--- src/rtl/spi_flash_pkg.sv ---
// -----------------------------------------------------------------------------
// spi_flash_pkg
// Shared constants and types for the SPI NOR flash word reader.
//   - READ / FAST_READ : flash command opcodes
//   - state_t          : transaction sequencer states
//   - *_BITS           : frame segment lengths on the wire
// -----------------------------------------------------------------------------
package spi_flash_pkg;

  localparam logic [7:0] READ      = 8'h03;
  localparam logic [7:0] FAST_READ = 8'h0B;

  // Opcode plus 24-bit address, optional dummy byte, then one data word.
  localparam int CMD_ADDR_BITS = 32;
  localparam int DUMMY_BITS    = 8;
  localparam int DATA_BITS     = 32;

  typedef enum logic [1:0] {
    IDLE  = 2'd0,
    SHIFT = 2'd1,
    GAP   = 2'd2
  } state_t;

endpackage

--- src/rtl/spi_flash_reader_clk_div.sv ---
// -----------------------------------------------------------------------------
// spi_clk_div
// Half-period phase counter for the SPI clock. While enabled it counts CLK_DIV
// clk cycles per half period and strikes rise_en at the end of each low phase
// and fall_en at the end of each high phase (one clk cycle each). Dropping
// enable restarts the count so every frame begins with a full low phase.
// Ports:
//   clk     in  system clock
//   reset   in  asynchronous active-high reset
//   enable  in  count while high; counter and phase cleared while low
//   rise_en out one-cycle strike: SPI clock should go high on this edge
//   fall_en out one-cycle strike: SPI clock should go low on this edge
// -----------------------------------------------------------------------------
module spi_clk_div #(
  parameter int CLK_DIV = 1
) (
  input  logic clk,
  input  logic reset,
  input  logic enable,
  output logic rise_en,
  output logic fall_en
);

  localparam logic [7:0] LAST_COUNT = 8'(CLK_DIV - 1);

  logic [7:0] count_reg;
  logic       phase_reg;  // 0: low half period, 1: high half period
  logic       tick;

  assign tick    = enable && (count_reg == LAST_COUNT);
  assign rise_en = tick && !phase_reg;
  assign fall_en = tick && phase_reg;

  always_ff @(posedge clk or posedge reset) begin
    if (reset) begin
      count_reg <= 8'd0;
      phase_reg <= 1'b0;
    end else if (!enable) begin
      count_reg <= 8'd0;
      phase_reg <= 1'b0;
    end else if (tick) begin
      count_reg <= 8'd0;
      phase_reg <= !phase_reg;
    end else begin
      count_reg <= count_reg + 8'd1;
    end
  end

endmodule

--- src/rtl/spi_flash_reader.sv ---
// -----------------------------------------------------------------------------
// spi_flash_reader
// Turns a CPU word-read strobe into a SPI NOR flash READ transaction (mode 0,
// MSB first) and returns one little-endian 32-bit word per request. Only one
// request is in flight; strobes while busy are dropped.
// Build option: define SPI_FLASH_FAST_READ_EN to issue FAST_READ (0x0B) with
// 8 dummy bits after the address; otherwise plain READ (0x03).
// Ports:
//   clk          in   system clock
//   reset        in   asynchronous active-high reset
//   rstrb        in   read request, sampled only while idle
//   word_address in   [19:0] flash word address (byte address = {wa, 2'b00})
//   rdata        out  [31:0] last read word, held until the next completion
//   rvalid       out  one-cycle pulse when rdata updates
//   rbusy        out  transaction in progress, including the chip-select gap
//   spi_cs_n     out  flash chip select, active low
//   spi_clk      out  SPI clock, idles low
//   spi_mosi     out  command/address to flash
//   spi_miso     in   data from flash
// -----------------------------------------------------------------------------
module spi_flash_reader
  import spi_flash_pkg::*;
#(
  parameter int CLK_DIV = 1,
  parameter int CS_GAP  = 2
) (
  input  logic        clk,
  input  logic        reset,
  input  logic        rstrb,
  input  logic [19:0] word_address,
  output logic [31:0] rdata,
  output logic        rvalid,
  output logic        rbusy,
  output logic        spi_cs_n,
  output logic        spi_clk,
  output logic        spi_mosi,
  input  logic        spi_miso
);

`ifdef SPI_FLASH_FAST_READ_EN
  localparam logic [7:0] OPCODE     = FAST_READ;
  localparam int         TOTAL_BITS = CMD_ADDR_BITS + DUMMY_BITS + DATA_BITS;
`else
  localparam logic [7:0] OPCODE     = READ;
  localparam int         TOTAL_BITS = CMD_ADDR_BITS + DATA_BITS;
`endif

  localparam logic [6:0] LAST_BIT   = 7'(TOTAL_BITS - 1);
  localparam logic [6:0] FIRST_DATA = 7'(TOTAL_BITS - DATA_BITS);
  localparam logic [3:0] GAP_LAST   = 4'(CS_GAP - 1);

  state_t      state_reg, state_next;
  logic [31:0] frame_reg, frame_next;  // remaining command bits, next bit at [31]
  logic [31:0] data_reg,  data_next;
  logic [6:0]  bit_reg,   bit_next;
  logic [3:0]  gap_reg,   gap_next;
  logic [31:0] rdata_reg, rdata_next;
  logic        rvalid_reg, rvalid_next;
  logic        rbusy_reg,  rbusy_next;
  logic        cs_n_reg,   cs_n_next;
  logic        sclk_reg,   sclk_next;
  logic        mosi_reg,   mosi_next;

  logic rise_en;
  logic fall_en;

  spi_clk_div #(
    .CLK_DIV (CLK_DIV)
  ) u_clk_div (
    .clk     (clk),
    .reset   (reset),
    .enable  (state_reg == SHIFT),
    .rise_en (rise_en),
    .fall_en (fall_en)
  );

  always_ff @(posedge clk or posedge reset) begin
    if (reset) begin
      state_reg  <= IDLE;
      frame_reg  <= 32'd0;
      data_reg   <= 32'd0;
      bit_reg    <= 7'd0;
      gap_reg    <= 4'd0;
      rdata_reg  <= 32'd0;
      rvalid_reg <= 1'b0;
      rbusy_reg  <= 1'b0;
      cs_n_reg   <= 1'b1;
      sclk_reg   <= 1'b0;
      mosi_reg   <= 1'b0;
    end else begin
      state_reg  <= state_next;
      frame_reg  <= frame_next;
      data_reg   <= data_next;
      bit_reg    <= bit_next;
      gap_reg    <= gap_next;
      rdata_reg  <= rdata_next;
      rvalid_reg <= rvalid_next;
      rbusy_reg  <= rbusy_next;
      cs_n_reg   <= cs_n_next;
      sclk_reg   <= sclk_next;
      mosi_reg   <= mosi_next;
    end
  end

  always_comb begin
    state_next  = state_reg;
    frame_next  = frame_reg;
    data_next   = data_reg;
    bit_next    = bit_reg;
    gap_next    = gap_reg;
    rdata_next  = rdata_reg;
    rvalid_next = 1'b0;
    rbusy_next  = rbusy_reg;
    cs_n_next   = cs_n_reg;
    sclk_next   = sclk_reg;
    mosi_next   = mosi_reg;

    unique case (state_reg)
      IDLE: begin
        if (rstrb) begin
          // Bit 0 goes straight onto mosi; the register keeps the rest,
          // left-justified, and fills with zeros so dummy/data bits send 0.
          mosi_next  = OPCODE[7];
          frame_next = {OPCODE[6:0], 2'b00, word_address, 2'b00, 1'b0};
          cs_n_next  = 1'b0;
          rbusy_next = 1'b1;
          bit_next   = 7'd0;
          state_next = SHIFT;
        end
      end

      SHIFT: begin
        if (rise_en) begin
          sclk_next = 1'b1;
          if (bit_reg >= FIRST_DATA) begin
            data_next = {data_reg[30:0], spi_miso};
          end
        end else if (fall_en) begin
          sclk_next = 1'b0;
          if (bit_reg == LAST_BIT) begin
            // First byte off the wire is the lowest-addressed byte.
            cs_n_next   = 1'b1;
            mosi_next   = 1'b0;
            rdata_next  = {data_reg[7:0], data_reg[15:8],
                           data_reg[23:16], data_reg[31:24]};
            rvalid_next = 1'b1;
            gap_next    = 4'd0;
            state_next  = GAP;
          end else begin
            mosi_next  = frame_reg[31];
            frame_next = {frame_reg[30:0], 1'b0};
            bit_next   = bit_reg + 7'd1;
          end
        end
      end

      GAP: begin
        if (gap_reg == GAP_LAST) begin
          rbusy_next = 1'b0;
          state_next = IDLE;
        end else begin
          gap_next = gap_reg + 4'd1;
        end
      end

      default: state_next = IDLE;
    endcase
  end

  assign rdata    = rdata_reg;
  assign rvalid   = rvalid_reg;
  assign rbusy    = rbusy_reg;
  assign spi_cs_n = cs_n_reg;
  assign spi_clk  = sclk_reg;
  assign spi_mosi = mosi_reg;

endmodule

--- config.mk ---
export PLATFORM = sky130hd
export DESIGN_NAME = spi_flash_reader
export DESIGN_NICKNAME = d
export VERILOG_FILES = /design/src/rtl/spi_flash_pkg.sv /design/src/rtl/spi_flash_reader_clk_div.sv /design/src/rtl/spi_flash_reader.sv
export SDC_FILE = /design/constraint.sdc
export NUM_CORES = 1
export LEC_CHECK = 0
export ABC_AREA = 1
export BUFFER_PORTS_ARGS = -buffer_cell sky130_fd_sc_hd__clkbuf_2
export CAP_MARGIN = 10
export CORE_ASPECT_RATIO = 0.6
export CORE_MARGIN = 3
export CORE_UTILIZATION = 45
export DETAILED_ROUTE_END_ITERATION = 6
export MAX_ROUTING_LAYER = met4
export PLACE_DENSITY = 0.67
export SYNTH_ARGS = -nofsm -noshare
export SYNTH_HDL_FRONTEND = slang
export SYNTH_SLANG_ARGS = --single-unit
--- constraint.sdc ---
create_clock -name clk -period 3.6 [get_ports clk]
set_clock_uncertainty 0.2 [all_clocks]
set_input_delay 0.18 -clock clk [delete_from_list [all_inputs] [get_ports clk]]
set_output_delay 0.18 -clock clk [all_outputs]
set_load 0.005 [all_outputs]
### After elaboration in Yosys (flattened, before gate mapping)

Index checks and enable logic that the tools add are counted.

| word-level totals | value |
|---|---|
| input port bits | 24 |
| latch bits | 0 |
| RAM bits | 0 |
| memory bits (read-only) | 0 |
| memories kept | 0 |
| flip-flop bits (word level) | 123 |

| operators by class | value |
|---|---|
| reduce and logical (&&, ||, !) cells | 19 |
| equality and inequality tests | 12 |
| muxes and demuxes | 43 |
| magnitude comparators | 1 |
| multiply operators | 0 |
| divide/modulo/power cells | 0 |
| shift operators | 0 |
| bitwise gates (word level) | 1 |
| add/sub/neg operators | 3 |

Operators by type and width:

| cell | count |
|---|---|
| 32-bit two-way mux | 4 |
| 32-bit case mux with 2 select lines | 1 |
| 7-bit two-way mux | 4 |
| 5-bit AND reduction | 4 |
| 1-bit two-way mux | 17 |
| 4-bit two-way mux | 4 |
| 8-bit two-way mux | 2 |
| 2-bit inequality test (second input constant) | 8 |
| 7-bit case mux with 2 select lines | 1 |
| 2-bit two-way mux | 5 |
| 8-bit by 1-bit adder with 8-bit output (second input constant) | 1 |
| 8-bit zero test | 1 |
| 4-bit case mux with 2 select lines | 1 |
| 4-bit AND reduction | 2 |
| 2-bit nonzero test | 4 |
| 7-bit by 1-bit adder with 7-bit output (second input constant) | 1 |
| 7-bit by 6-bit equality test with 1-bit output (second input constant) | 1 |
| 7-bit by 6-bit >= comparator with 1-bit output (second input constant) | 1 |
| 1-bit case mux with 2 select lines | 3 |
| 2-bit case mux with 3 select lines | 1 |
| 3-bit AND reduction | 2 |
| 4-bit by 1-bit adder with 4-bit output (second input constant) | 1 |
| 4-bit by 1-bit equality test with 1-bit output (second input constant) | 1 |
| 1-bit logical AND | 3 |
| other kinds (6) | 6 |

### Depth between registers and ports, before layout

| logic depth | value |
|---|---|
| depth after elaboration | 6 |
| depth in mapped cells | 10 |

### By module

A second synthesis with hierarchy kept.

| second synthesis, totals | value |
|---|---|
| cells, all modules | 635 |
| area total of the unflattened synthesis | 5278.8 um^2 |

By module, submodules not included:

| module | seq. area each (um^2) | area each (um^2) | times used | cells an instance |
|---|---|---|---|---|
| spi_flash_reader | 2778.9 | 4754.6 | 1 | 563 |
| spi_clk_div | 225.2 | 524.3 | 1 | 72 |

### Least setup slack after synthesis

Ideal clock, no wire load.

| path | value |
|---|---|
| path type | register -> register |
| from | register u_clk_div.count_reg[0] |
| to | register rdata_reg[0], in the netlist rdata[0] |
| data arrival time | 1.404 ns |
| setup time | 0.116 ns |
| period minus slack after synthesis | 1.720 ns |
| stages on the path, launching flop included | 11 |
| slack | 1.880 ns |
| path through | dfrtp_1 > inv_1 > ha_1 > nand2_1 > nor2_4 > nand3_4 > nor2_4 > inv_2 > buf_6 > nand2_1 > nand2_1 |

| on the way | value |
|---|---|
| word-level cells in the longest chain between the ends | 5 |
| elaborated cells on any way between the ends | 6 |

Ends and longest elaborated chain:

| element | RTL line | text |
|---|---|---|
| start: declaration | spi_flash_reader_clk_div.sv:26 | `logic [7:0] count_reg;` |
| start signal: assignment | spi_flash_reader_clk_div.sv:45 | `count_reg <= count_reg + 8'd1;` |
| 8-bit zero test (*) | spi_flash_reader_clk_div.sv:30 | `assign tick = enable && (count_reg == LAST_COUNT);` |
| 1-bit logical AND (*) | spi_flash_reader_clk_div.sv:30 |  |
| 1-bit logical AND | spi_flash_reader_clk_div.sv:31 | `assign rise_en = tick && !phase_reg;` |
| 1-bit inverter (no line) | - |  |
| 4-bit AND reduction (no line) (*) | - |  |
| end signal: assignment | spi_flash_reader.sv:96 | `rdata_reg <= rdata_next;` |
| end: declaration | spi_flash_reader.sv:57 | `logic [31:0] rdata_reg, rdata_next;` |

Mark *: on every way between the ends. The rest lies on a longest branch, timed or not.
A chain may end at the register's enable or synchronous reset.

### Worst setup path in the final report

| path | value |
|---|---|
| from | register state_reg[0] |
| to | register frame_reg[17] |

| on the way | value |
|---|---|
| word-level cells in the longest chain between the ends | 5 |
| elaborated cells on any way between the ends | 12 |

Ends and longest elaborated chain:

| element | RTL line | text |
|---|---|---|
| start: declaration | spi_flash_reader.sv:52 | `state_t state_reg, state_next;` |
| start signal: assignment | spi_flash_reader.sv:91 | `state_reg <= state_next;` |
| 2-bit by 1-bit equality test with 1-bit output | spi_flash_reader.sv:72, spi_flash_reader.sv:118 |  |
| 1-bit logical AND | spi_flash_reader_clk_div.sv:30 |  |
| 1-bit logical AND (on tied branches) | spi_flash_reader_clk_div.sv:32, spi_flash_reader_clk_div.sv:31 |  |
| 2-bit inequality test (no line) | - |  |
| 5-bit AND reduction (no line) | - |  |
| end signal: assignment | spi_flash_reader.sv:92 | `frame_reg <= frame_next;` |
| end: declaration | spi_flash_reader.sv:53 | `logic [31:0] frame_reg, frame_next;` |

Parallel ways exist; a longest one is shown, timed or not.

==> flow_summary.ini <==
[timing]
worst_margin_slew_ns = 0.816
finalSetupViolCount = 0
tns_ns = 0
fin_crit_sh_pct = 71.5
fin_max_slew_vios = 0
grt_setup_unrepaired = no
finalHoldViolCount = 0
fin_crit_ns = 2.57
fmax_mhz = 389
slew_headroom_pct = 45.6

[final_layout]
area_growth_pct = 23.8
register_area_sq_um = 3000
drive_above_1_share_pct = 16.5
nets = 695
antenna_cells = 0
count_of_filler_cells_inserted_in_the_layout = 989
multiInputGateArea_sq_um = 1780

[detailed_routing]
initialDrtViolationCount = 310
m1WireLength_mm = 5.40
route.antenna.remaining_nets = 0
topRoutingLayerUsed = met4
met2_length_mm = 4.46
routed_wirelength_mm = 10.2
remaining_drc_errors = 0
post_drt_via_cell_ratio = 4.72
dr.pass1.iters = 4
num_vias = 3860
wire_per_inst_um = 12.5
wl_met3_um = 308

[synth]
combined_area_of_all_synthesized_cells_sq_um = 5170
post_synthesis_sequential_area_ratio_pct = 58.1
synth_top_area_share_pct = 57.6
post_synth_num_cell_types = 29
synth.ff_latch_count = 120
yosysMostFrequentCell = sky130_fd_sc_hd__nand2_1
synth_top_flop_cell = sky130_fd_sc_hd__dfrtp_1
synth.net_count = 610
ys_top_cells_by_count = sky130_fd_sc_hd__nand2_1, sky130_fd_sc_hd__dfrtp_1, sky130_fd_sc_hd__o21ai_1
synth-warning-count = 0
postSynth.asyncResetShare_pct = 100
mean_area_per_synthesized_cell_sq_um = 8.89
synth_edf_count = 0
post-synth-top-area-cell = sky130_fd_sc_hd__dfrtp_1
netlist_top_cells_area = sky130_fd_sc_hd__dfrtp_1, sky130_fd_sc_hd__nand2_1, sky130_fd_sc_hd__o21ai_1
synthesized_netlist_cell_count = 581

[clock_tree]
clk_pin_slew_worst_paths_ns = 0.05
tritoncts_clock_tree = built
post_cts.resized_instances = 0
clock_sink_count = 120
clock_path_buffers = 2
h-tree-depth = 4
clock_insertion_delay_at_the_later_pin_of_the_skew_report_ns = 0.41
cts_root_buf = sky130_fd_sc_hd__clkbuf_16
tritoncts.num_buffers = 17

[setup_path]
critPathMaxFanout = 60
worstRegToRegCells = 8
critPathLaunchType = flop
timing.reg2reg.setup_slack_ns = 1.03
worstSetupStartpoint = state_reg[0]$_DFFE_PP0P_
worst_path_required_time_ns = 3.73
worstReg2RegStart = state_reg[0]$_DFFE_PP0P_
arrival_ns = 2.70
endpoint_class_of_the_critical_path = flop
ws_path_type = reg2reg
r2r_end = frame_reg[17]$_DFFE_PP0P_

[power_and_ir_drop]
p_clk_share_pct = 54.7
total_power_mw = 3.12
pwr-share-comb_pct = 2.0
worst_ir_drop_vdd_mv = 0.380
power.sequential.fraction_pct = 43.3
power.static_leakage_nw = 3.21
cellPowerDensity_nw_per_um2 = 487
internal-power_mw = 2.48
netSwitchingFraction_pct = 20.4
netSwitchingPower_mw = 0.636

[floorplan]
die-width_um = 144
boundaryPins = 61
std_cell_rows = 29
design.die.area_sq_um = 12800
core_sq_um = 10900
floorplan.initialDensity_pct = 47.5
die_height_um = 89.0

[global_routing]
grt_antenna_before_repair = 0
first_global_vias = 3765
grt_overflow_total = 0
global_route_wire_length_before_repair_mm = 17.7
maximum_number_of_pins_on_one_net_before_global_route_repair = 66
grt.total_usage_pct = 18.1

[hold_path]
hold_path.startpoint = spi_cs_n$_DFFE_PP1P_
hold_path_end = spi_cs_n$_DFFE_PP1P_
hold_path_depth = 2
min-delay-path-class = reg2reg

[run]
drv_cap = 0

[placement]
final_wtd_congestion = 0.783
io_buffers = 60
hpwl_mm = 6.61

[outcome]
run_status = finished, final reports clean
[worst max-delay path, stage by stage (launching register included)]
cell and delay [ns]:
sky130_fd_sc_hd__dfrtp_1 0.42, sky130_fd_sc_hd__nand2_4 0.36, sky130_fd_sc_hd__inv_2 0.22, sky130_fd_sc_hd__nand2_1 0.15, sky130_fd_sc_hd__nand2_1 0.28, sky130_fd_sc_hd__nand2_2 0.15, sky130_fd_sc_hd__buf_4 0.47, sky130_fd_sc_hd__nand2_1 0.11
sky130_fd_sc_hd__o21ai_1 0.10
[how the worst max path moves through the flow]
stage / end / slack (ns) / cells past startpoint
floorplan: bit_reg[0]$_DFFE_PP0P_ / 0.04 / 1
global placement: data_reg[19]$_DFFE_PP0P_ / 1.04 / 5
detailed placement: data_reg[27]$_DFFE_PP0P_ / 0.88 / 5
CTS: data_reg[27]$_DFFE_PP0P_ / 0.86 / 5
global route: bit_reg[2]$_DFFE_PP0P_ / 0.72 / 10
finish: frame_reg[17]$_DFFE_PP0P_ / 1.03 / 8
[repair_timing]
| action | in CTS | in global routing |
|---|---|---|
| setup buffers | 0 | 0 |
| hold buffers | 24 | 0 |
| endpoints found under the hold margin | 88 | 0 |
| endpoints found under the setup margin | 0 | 0 |
[power groups by stage]
stage | Sequential, mW | Combinational, mW | Clock [mW]
3_5_place_dp | 1.37 | 0.0447 | 0
5_1_grt | 1.35 | 0.0697 | 1.79
2_1_floorplan | 1.37 | 0.0202 | 0
3_3_place_gp | 1.37 | 0.0435 | 0
6_report | 1.35 | 0.0614 | 1.70
4_1_cts | 1.35 | 0.0638 | 1.74
[layout by cell type, fill, tap and decap left out, drive strengths merged, types with 3 or more instances in the layout]
cell / count
ha: 5
clkinvlp: 4
dfrtp: 119
o21ai: 63
clkinv: 4
inv: 65
nand4: 3
buf: 4
or2: 4
bufinv: 3
nand3: 28
mux2i: 19
clkbuf: 80
nor2: 26
dlygate4sd3: 24
nand2: 218
[area by class of cell]
type | count | share of cell area, %
inverter | 64 | 3.80
clock inverter | 12 | 2.33
tap | 139 | 2.72
clock buffer | 20 | 6.98
multi-input combinational | 375 | 27.8
sequential | 120 | 47.0
timing repair buffer | 88 | 9.43
[kinds of logic (layout without fill, tap and decap cells)]
kind of cell / Yosys count / after routing / share of synthesized area [%]
xor gates and xnor gates: 2 / 2 / 0.339
AOI/OAI and AO/OA: 66 / 66 / 6.44
DFF: 120 / 120 / 58.1
and+or+nand+nor: 283 / 283 / 22.7
muxes: 19 / 19 / 3.68
adders and majority gates: 5 / 5 / 1.21
buffers and inverters: 86 / 184 / 7.51
[layer usage]
metal	GRT usage (%)	vias up
met4	7.62	0
met1	24.9	1807
met5	-	-
met2	26.2	60
met3	3.74	6
li1	-	1987
[through the flow]
step                      util, %  std cells  setup WS [ns]  hold WS, ns  instance area, sq um
after floorplan                 -        581         0.0358        0.113                  5170
after global placement       50.8        761           1.04        0.182                  5530
after detailed placement     50.8        761          0.881        0.201                  5530
after CTS                    58.5        817          0.863        0.272                  6370
after global routing         58.7        818          0.719        0.284                  6390
final                        58.7        818           1.03        0.263                  6390
Note: power is estimated with default switching activity, not from simulation.
